--- src/rtl/mux_rr_sched.sv ---
// mux_rr_sched: 3-port round-robin burst mux (clk, rst_n, req/port_a..c in; gnt/sel/out_data/out_valid out)
module mux_rr_sched #(
  parameter int DW = 8,
  parameter int MAX_BURST = 4
) (
  input  logic          clk,
  input  logic          rst_n,
  input  logic [2:0]    req,
  input  logic [DW-1:0] port_a,
  input  logic [DW-1:0] port_b,
  input  logic [DW-1:0] port_c,
  output logic [2:0]    gnt,
  output logic [1:0]    sel,
  output logic [DW-1:0] out_data,
  output logic          out_valid
);
  typedef enum logic [1:0] {IDLE, OWN, SWITCH} state_t;
  state_t state, state_n;
  logic [1:0] ptr, ptr_n, sel_n, p1, p2, pick;
  logic [3:0] cnt, cnt_n;
  logic own_req, other, last;
  assign p1 = ptr == 2'd2 ? 2'd0 : ptr + 2'd1;
  assign p2 = p1 == 2'd2 ? 2'd0 : p1 + 2'd1;
  assign pick = req[ptr] ? ptr : req[p1] ? p1 : p2;
  assign gnt = sel == 2'd3 ? 3'b000 : 3'b001 << sel;
  assign own_req = |(gnt & req);
  assign other = |(req & ~gnt);
  assign last = cnt + 4'd1 == 4'(MAX_BURST);
  always_comb begin
    state_n = state;
    sel_n = sel;
    cnt_n = cnt;
    ptr_n = ptr;
    case (state)
      OWN: begin
        if (own_req) begin
          cnt_n = last ? 4'd0 : cnt + 4'd1;
          state_n = last && other ? SWITCH : OWN;
          sel_n = last && other ? 2'd3 : sel;
        end else begin
          state_n = other ? SWITCH : IDLE;
          sel_n = 2'd3;
        end
      end
      default: begin
        state_n = |req ? OWN : IDLE;
        sel_n = |req ? pick : 2'd3;
        cnt_n = 4'd0;
        ptr_n = |req ? (pick == 2'd2 ? 2'd0 : pick + 2'd1) : ptr;
      end
    endcase
  end
  always_ff @(posedge clk) begin
    if (!rst_n) begin
      state <= IDLE;
      ptr <= 2'd0;
      cnt <= 4'd0;
      sel <= 2'd3;
      out_valid <= 1'b0;
      out_data <= '0;
    end else begin
      state <= state_n;
      ptr <= ptr_n;
      cnt <= cnt_n;
      sel <= sel_n;
      out_valid <= own_req;
      out_data <= !own_req ? '0 : sel == 2'd0 ? port_a : sel == 2'd1 ? port_b : port_c;
    end
  end
endmodule

--- config.mk ---
export PLATFORM = sky130hd
export DESIGN_NAME = mux_rr_sched
export DESIGN_NICKNAME = d
export VERILOG_FILES = /design/src/rtl/mux_rr_sched.sv
export SDC_FILE = /design/constraint.sdc
export NUM_CORES = 1
export LEC_CHECK = 0
export BUFFER_PORTS_ARGS = -buffer_cell sky130_fd_sc_hd__clkbuf_2
export CAP_MARGIN = 20
export CORE_MARGIN = 10
export CORE_UTILIZATION = 40
export CTS_CLUSTER_SIZE = 25
export DETAILED_ROUTE_END_ITERATION = 10
export MAX_ROUTING_LAYER = met4
export PLACE_DENSITY = 0.82
export SYNTH_ARGS = -nofsm -noshare
export SYNTH_HDL_FRONTEND = slang
export SYNTH_SLANG_ARGS = --single-unit
--- constraint.sdc ---
create_clock -name clk -period 1.4 [get_ports clk]
set_input_delay 0.07 -clock clk [delete_from_list [all_inputs] [get_ports clk]]
set_output_delay 0.07 -clock clk [all_outputs]
set_load 0.01 [all_outputs]
Word level (Yosys, flattened, before mapping)
Index checks and enable logic that the tools add are counted.
- output and inout port bits: 14
- memories kept: 0
- bits in read-only memories: 0
- latch bits: 0
- bits of input ports: 29
- logic and storage cells: 55
- bits in registers: 19
- memory bits (writable): 0
- div/mod/pow operators: 0
- multipliers: 0
- bitwise operators: 4
- reduce and logical (&&, ||, !) cells: 8
- mux-type cells: 22
- shift operators: 1
- equality and inequality tests: 8
- order comparisons: 2
- add/sub/neg operators: 4
- operator list (kind ; number):
    $mux W2 ; 13
    $mux W8 ; 2
    $reduce_or A3 Y1 ; 3
    $eq A2 B2 Y1 const B ; 4
    $add A2 B1 Y2 const B ; 3
    $and A3 B3 Y3 ; 2
    $lt A2 B3 Y1 const B ; 2
    $reduce_and A2 Y1 ; 3
    $add A4 B1 Y4 const B ; 1
    $bmux W1 S2 ; 2
    $eq A2 B1 Y1 const B ; 2
    $eq A4 B3 Y1 const B ; 1
    $mux W4 ; 1
    $mux W1 ; 3
    $mux W3 ; 1
    $ne A3 B3 Y1 const B ; 1
    $not A3 Y3 ; 1
    $shl A1 B2 Y3 const A ; 1
    $logic_not A2 Y1 ; 1
    $logic_and A1 B1 Y1 ; 1
    $not A1 Y1 ; 1

Longest topological paths before layout
Gate-level depths: netlist of the first run.
- depth in word-level cells: 9
- mapped depth: 6
- mapped depth without buffers: 5

Least setup slack after synthesis of the first run
No wires, ideal clock.
- path type: register to register
- start: reg cnt[0]
- end: reg state[0]
- path buffers: 0
- arrival time: 1.339 ns
- setup time: 0.117 ns
- clock period less this slack: 1.456 ns
- required time: 1.283 ns
- setup slack: -0.056 ns
- stages on the path, launching flop included: 6
- path through: dfxtp_1 ha_1 nand3b_1 o31ai_2 o211ai_1 a22o_1
- word-level cells in the longest chain between the ends: 6
- RTL lines (item ; RTL line ; RTL):
    from (decl) ; 20 ; logic [3:0] cnt, cnt_n;
    from (signal assigned) ; 64 ; cnt <= cnt_n;
    $add A4 B1 Y4 ; 28 ; assign last = cnt + 4'd1 == 4'(MAX_BURST);
    $eq A4 B3 Y1 ; 28 ;
    $logic_and A1 B1 Y1 ; 38 ; state_n = last && other ? SWITCH : OWN;
    $mux W2 ; 38 ;
    $mux W2 ; 36 ; if (own_req) begin
    $mux W2 ; 34 ; case (state)
    to (signal assigned) ; 62 ; state <= state_n;
    to (decl) ; 18 ; state_t state, state_n;
Every way passes these cells.
A chain may end at the register's enable or synchronous reset.

Final worst setup path of the first run
Same ends and word-level chain as after synthesis.

==> results.cfg, run 1 <==
[status]
outcome = finished with violations
violations = setup timing

[power_and_ir_drop]
p_leak_nw = 0.697
finalPower_mw = 1.32
vdd.ir_drop.worst_mv = 0.735
pwr_density_cell_nw_per_um2 = 897

[sta]
timing.fmax_ghz = 0.672
period_share_pct = 106
slew_headroom_pct = 77.0
finClkSkew_ns = 0.000941
hold_viol_final = 0
setup_viol = 4
fin_ws_ns = -0.0882
rsz0062_at_grt = yes
tightest_slew_ns = 0.344
maxSlewViolCount = 0
post-route-min-period_ns = 1.49

[floorplanning]
die_x_um = 70.5
num_rows = 18
io_pins = 43
dieArea_sq_um = 4970
die_h_um = 70.5
start_util_pct = 41.5
coreArea_sq_um = 2450

[yosys]
synth.avg_cell_area_sq_um = 8.22
syn_area_sq_um = 1020
yosys_warnings = 0
synth_edf_count = 0
synthTopCellsByArea = dfxtp_1 37%, mux2i_1 8.8%, nor2_1 8.5%
synth_cells = 124
syn_nets = 155
synth_ff_type = dfxtp_1
netlist.area_leader.share_pct = 37.3
async_flop_share_pct = 0
synth_top_area_cell = dfxtp_1
synth.distinct_cells = 38
yosysSeqAreaShare_pct = 37.3
synth-seq-cells = 19

[clocking]
clockRootBuffer = clkbuf_4
htree_levels = 1
clockBufferDepth = 2
insertion_delay_ns = 0.30
ctsHoldBuffers = 0
tritoncts = built
cts.sinks = 19
cts.reportedPaths.clkPinSlew_ns = 0.11
cts_made_buffers = 3

[grt]
grt_max_degree = 19
grt_pass1_vias = 1152
grt_pass1_wl_um = 5300
overflow = 0
grt.total_usage_pct = 12.7
antenna_found_initial = 0

[critical_path]
cp.arrival_ns = 1.69
worstPathMaxFanout = 4
rr_startpoint = cnt[0]
cp.required_ns = 1.60
ff2ff_path_depth = 5
endpoint_kind = flop
critPathLaunchType = flop
crit_type = flop to flop
r2r_end = state[0]
r2r_slack_ns = -0.09

[drt]
drc = 0
wire_per_inst_um = 14.9
vias = 1096
wl_um = 3110
drtIter0Drc = 45
ant_nets = 0
viasPerCell = 5.24
first_pass_iters = 4

[placement]
dp.cells = 199
hpwl_um = 2370
routabilityCongestion = 0.853
dp_slack_ns = -0.155
port_buffers = 42

[layout]
fill_cells = 219
final_cell_mix = 41 x clkbuf_2, 23 x nor2_1, 16 x a21oi_1
nets = 211
final_common_cell = clkbuf_2
fin_cells = 209
areaGrowthSynthToFinish_pct = 43.9
n_antenna_cell = 0
final_util_pct = 59.8
final_layout_size_suffix_gt1_share_pct = 41.3

[worst_hold_path]
hp-class = input pin to flop
hold_path_startpoint = port_c[0]
hold_path_depth = 3
hold_end = out_data[0]

[run]
cap_violations = 0
==> per-layer routing <==
metal	track usage, %	vias to the layer above	part of all wire [%]
li1	-	553	-
met4	2.63	0	0.64
met3	3.39	4	4.9
met2	23.2	28	56
met1	13.4	511	39
met5	-	-	0
==> kinds of logic after synthesis <==
family,synth area share [%]
simple gates,25.6
flops,37.3
mux,8.83
buf+inv,3.31
fa+ha+maj,2.45
compound gates,22.5
==> how the worst max path moves through the flow <==
stage,from,endpoint
final,cnt[0],state[0]
after floorplan,cnt[0],state[0]
after global placement,cnt[0],state[0]
after global routing,cnt[1],state[0]
after detailed placement,cnt[1],state[0]
after CTS,cnt[0],state[0]
==> sequential cells by signal, indices dropped and copies added (netlist names) <==
name and count:
cnt 4, out_data 8, out_valid 1, ptr 2, sel 2, state 2
==> cells in the mapped netlist (2+ instances only) <==
library cell	n
a21oi_1	16
a22oi_1	2
buf_2	2
clkbuf_1	2
dfxtp_1	19
ha_1	2
mux2i_1	9
nand2_1	7
nand3b_1	2
nor2_1	23
nor2b_1	6
nor3_1	5
o21ai_0	3
or3_1	2
==> critical path, cell delays in order (launching register included) <==
cell	delay [ns]
dfxtp_4	0.38
buf_6	0.12
and3b_2	0.22
o31ai_4	0.26
o211ai_1	0.18
a22o_1	0.24
==> metrics by stage <==
step	TNS, ns	hold slack [ns]	cell area, sq um
floorplan	-0.0314	0.170	1030
global placement	-0.0805	0.311	1310
detailed placement	-0.276	0.313	1310
CTS	-0.200	0.00583	1410
global route	-0.634	0.00663	1470
finish	-0.157	0.000720	1470
==> power by group <==
group          total [mW]  internal [mW]  switching [mW]
logic               0.436          0.221           0.215
registers           0.600          0.576          0.0239
clock network       0.280          0.106           0.174
==> cell type report <==
| cell class | instances | area [sq um] | share of cell area [%] |
|---|---|---|---|
| Clock buffer | 3 | 22.5 | 1.53 |
| Multi-Input combinational cell | 98 | 658 | 44.8 |
| Tap cell | 30 | 37.5 | 2.56 |
| Sequential cell | 19 | 393 | 26.8 |
| Clock inverter | 1 | 5.00 | 0.341 |
| Inverter | 1 | 3.75 | 0.256 |
| Timing Repair Buffer | 57 | 348 | 23.7 |
==> what timing repair did <==
action | CTS | global route
pin swaps | 6 | 3
hold endpoints to repair | 0 | 0
resized for setup | 10 | 10
endpoints found under the setup margin | 6 | 11
setup buffers | 4 | 2
Power figures use the tool's default switching activity.
==> run 2: changes to the inputs <==
CAP_MARGIN = default   (was 20)
SKIP_CTS_REPAIR_TIMING = 1   (was default)
==> results.cfg, run 2 (same netlist as run 1, synthesis figures left out) <==
[clocking]
tritoncts = built
cts_made_buffers = 3
insertion_delay_ns = 0.29
clockBufferDepth = 2
cts.sinks = 19
clockRootBuffer = clkbuf_4
cts.reportedPaths.clkPinSlew_ns = 0.11
htree_levels = 1

[sta]
period_share_pct = 108
tightest_slew_ns = 0.394
maxSlewViolCount = 0
setup_viol = 5
slew_headroom_pct = 73.5
timing.fmax_ghz = 0.663
setup_tns_ns = -0.269
rsz0062_at_grt = yes
post-route-min-period_ns = 1.51
hold_viol_final = 0
finClkSkew_ns = 0.00412
fin_ws_ns = -0.109

[placement]
dp_slack_ns = -0.155
hpwl_um = 2370
routabilityCongestion = 0.853
port_buffers = 42

[critical_path]
cp.required_ns = 1.60
endpoint_kind = flop
cp_slowest_stage_delay_ns = 0.38
worstPathCellList = buf_6 > and3b_2 > o31ai_4 > o211ai_1 > a22o_1
cp_slowest_cell = dfxtp_4
crit_buf_inv = 1
worstPathMaxFanout = 6
cp_top_family = compound AO/OA/AOI/OAI gates
crit_type = flop to flop
cp.arrival_ns = 1.71
critPathLaunchType = flop

[power_and_ir_drop]
pwr_density_cell_nw_per_um2 = 890
p_sw_mw = 0.402
pwr-share-clk_pct = 21.7
p_sw_share_pct = 31.3
intPower_mw = 0.882
pwr-share-seq_pct = 46.7
p_leak_nw = 0.683
vdd.ir_drop.worst_mv = 0.698
combinationalPowerShare_pct = 31.6

[drt]
drc = 0
top_layer_used = met4
dr_wl_met2_um = 1590
ant_nets = 0
drt-met1-wl_um = 1230
wire_per_inst_um = 14.4
viasPerCell = 5.19
dr_wl_met3_um = 147
drtIter0Drc = 60
vias = 1075
wl_um = 2980
first_pass_iters = 5

[floorplanning]
die_h_um = 70.5
start_util_pct = 41.5
die_x_um = 70.5
num_rows = 18
coreArea_sq_um = 2450
io_pins = 43
dieArea_sq_um = 4970

[layout]
top_regs = out_data x8, cnt x4
areaGrowthSynthToFinish_pct = 41.3
final_common_cell = clkbuf_2
largest-register = out_data
final_layout_size_suffix_gt1_share_pct = 40.7
nets = 209
final_cell_mix = 42 x clkbuf_2, 23 x nor2_1, 16 x a21oi_1
n_antenna_cell = 0
largest_register_ffs = 8
fill_cells = 229

[grt]
grt_pass1_wl_um = 4990
grt.total_usage_pct = 12.0
overflow = 0
grt_pass1_vias = 1078
antenna_found_initial = 0
grt_max_degree = 19

[run]
cap_violations = 0

[status]
violations = setup timing
outcome = finished with violations

[worst_hold_path]
hp-class = input pin to flop
## run 2: cell count changes in the layout (fill, tap and decap cells not counted)
cell      delta
a22oi_1      -1
a21boi_0     +1
clkbuf_2     +1
a22oi_2      +1
a21boi_1     -1
buf_6        -3
nand2_1      +1
nand2_2      -1
## run 2: layout make-up
class | count | area [sq um] | share of cell area (%)
clock buffers | 3 | 22.5 | 1.56
well taps | 30 | 37.5 | 2.60
inverters | 1 | 3.75 | 0.260
repair buffers | 55 | 319 | 22.1
flip-flops and latches | 19 | 393 | 27.3
multi-input cells | 98 | 661 | 45.8
clock inverters | 1 | 5.00 | 0.347
## run 2: tightest hold or removal path, delay by kind of cell
kind,cells,cell delay (ns)
buffers and inverters,1,0.07
AND/OR/NAND/NOR,1,0.07
AO/OA/AOI/OAI,1,0.05
## run 2: power by group through the flow
stage,Combinational (mW),Clock [mW],Sequential [mW]
3_5_place_dp,0.372,0,0.612
2_1_floorplan,0.220,0,0.621
5_1_grt,0.453,0.315,0.606
4_1_cts,0.373,0.288,0.599
3_3_place_gp,0.361,0,0.610
6_report,0.406,0.279,0.599
## run 2: final timing paths
kind	slack, ns	end	cells after the start	from
setup / recovery	-0.11	state[0]	5	cnt[0]
hold / removal	0.005	out_data[0]	3	port_c[0]
setup reg to reg	-0.11	state[0]	5	cnt[0]
hold reg to reg	0.55	cnt[3]	2	cnt[3]
## run 2: layer usage
metal  GRT usage (%)  up-vias
met5               -        -
met4            1.97        0
met3            3.39        2
met2            21.3       28
met1            13.0      494
li1                -      551
## run 2: metrics by stage
step / cells / util (%) / cell area [sq um] / hold slack, ns / total power, mW
after floorplan: 124 / - / 1030 / 0.170 / 0.841
after global placement: 199 / 53.5 / 1310 / 0.311 / 0.971
after detailed placement: 199 / 53.5 / 1310 / 0.313 / 0.983
after CTS: 203 / 54.6 / 1340 / 0.00583 / 1.26
after global routing: 207 / 58.7 / 1440 / 0.0122 / 1.37
final: 207 / 58.7 / 1440 / 0.00519 / 1.28
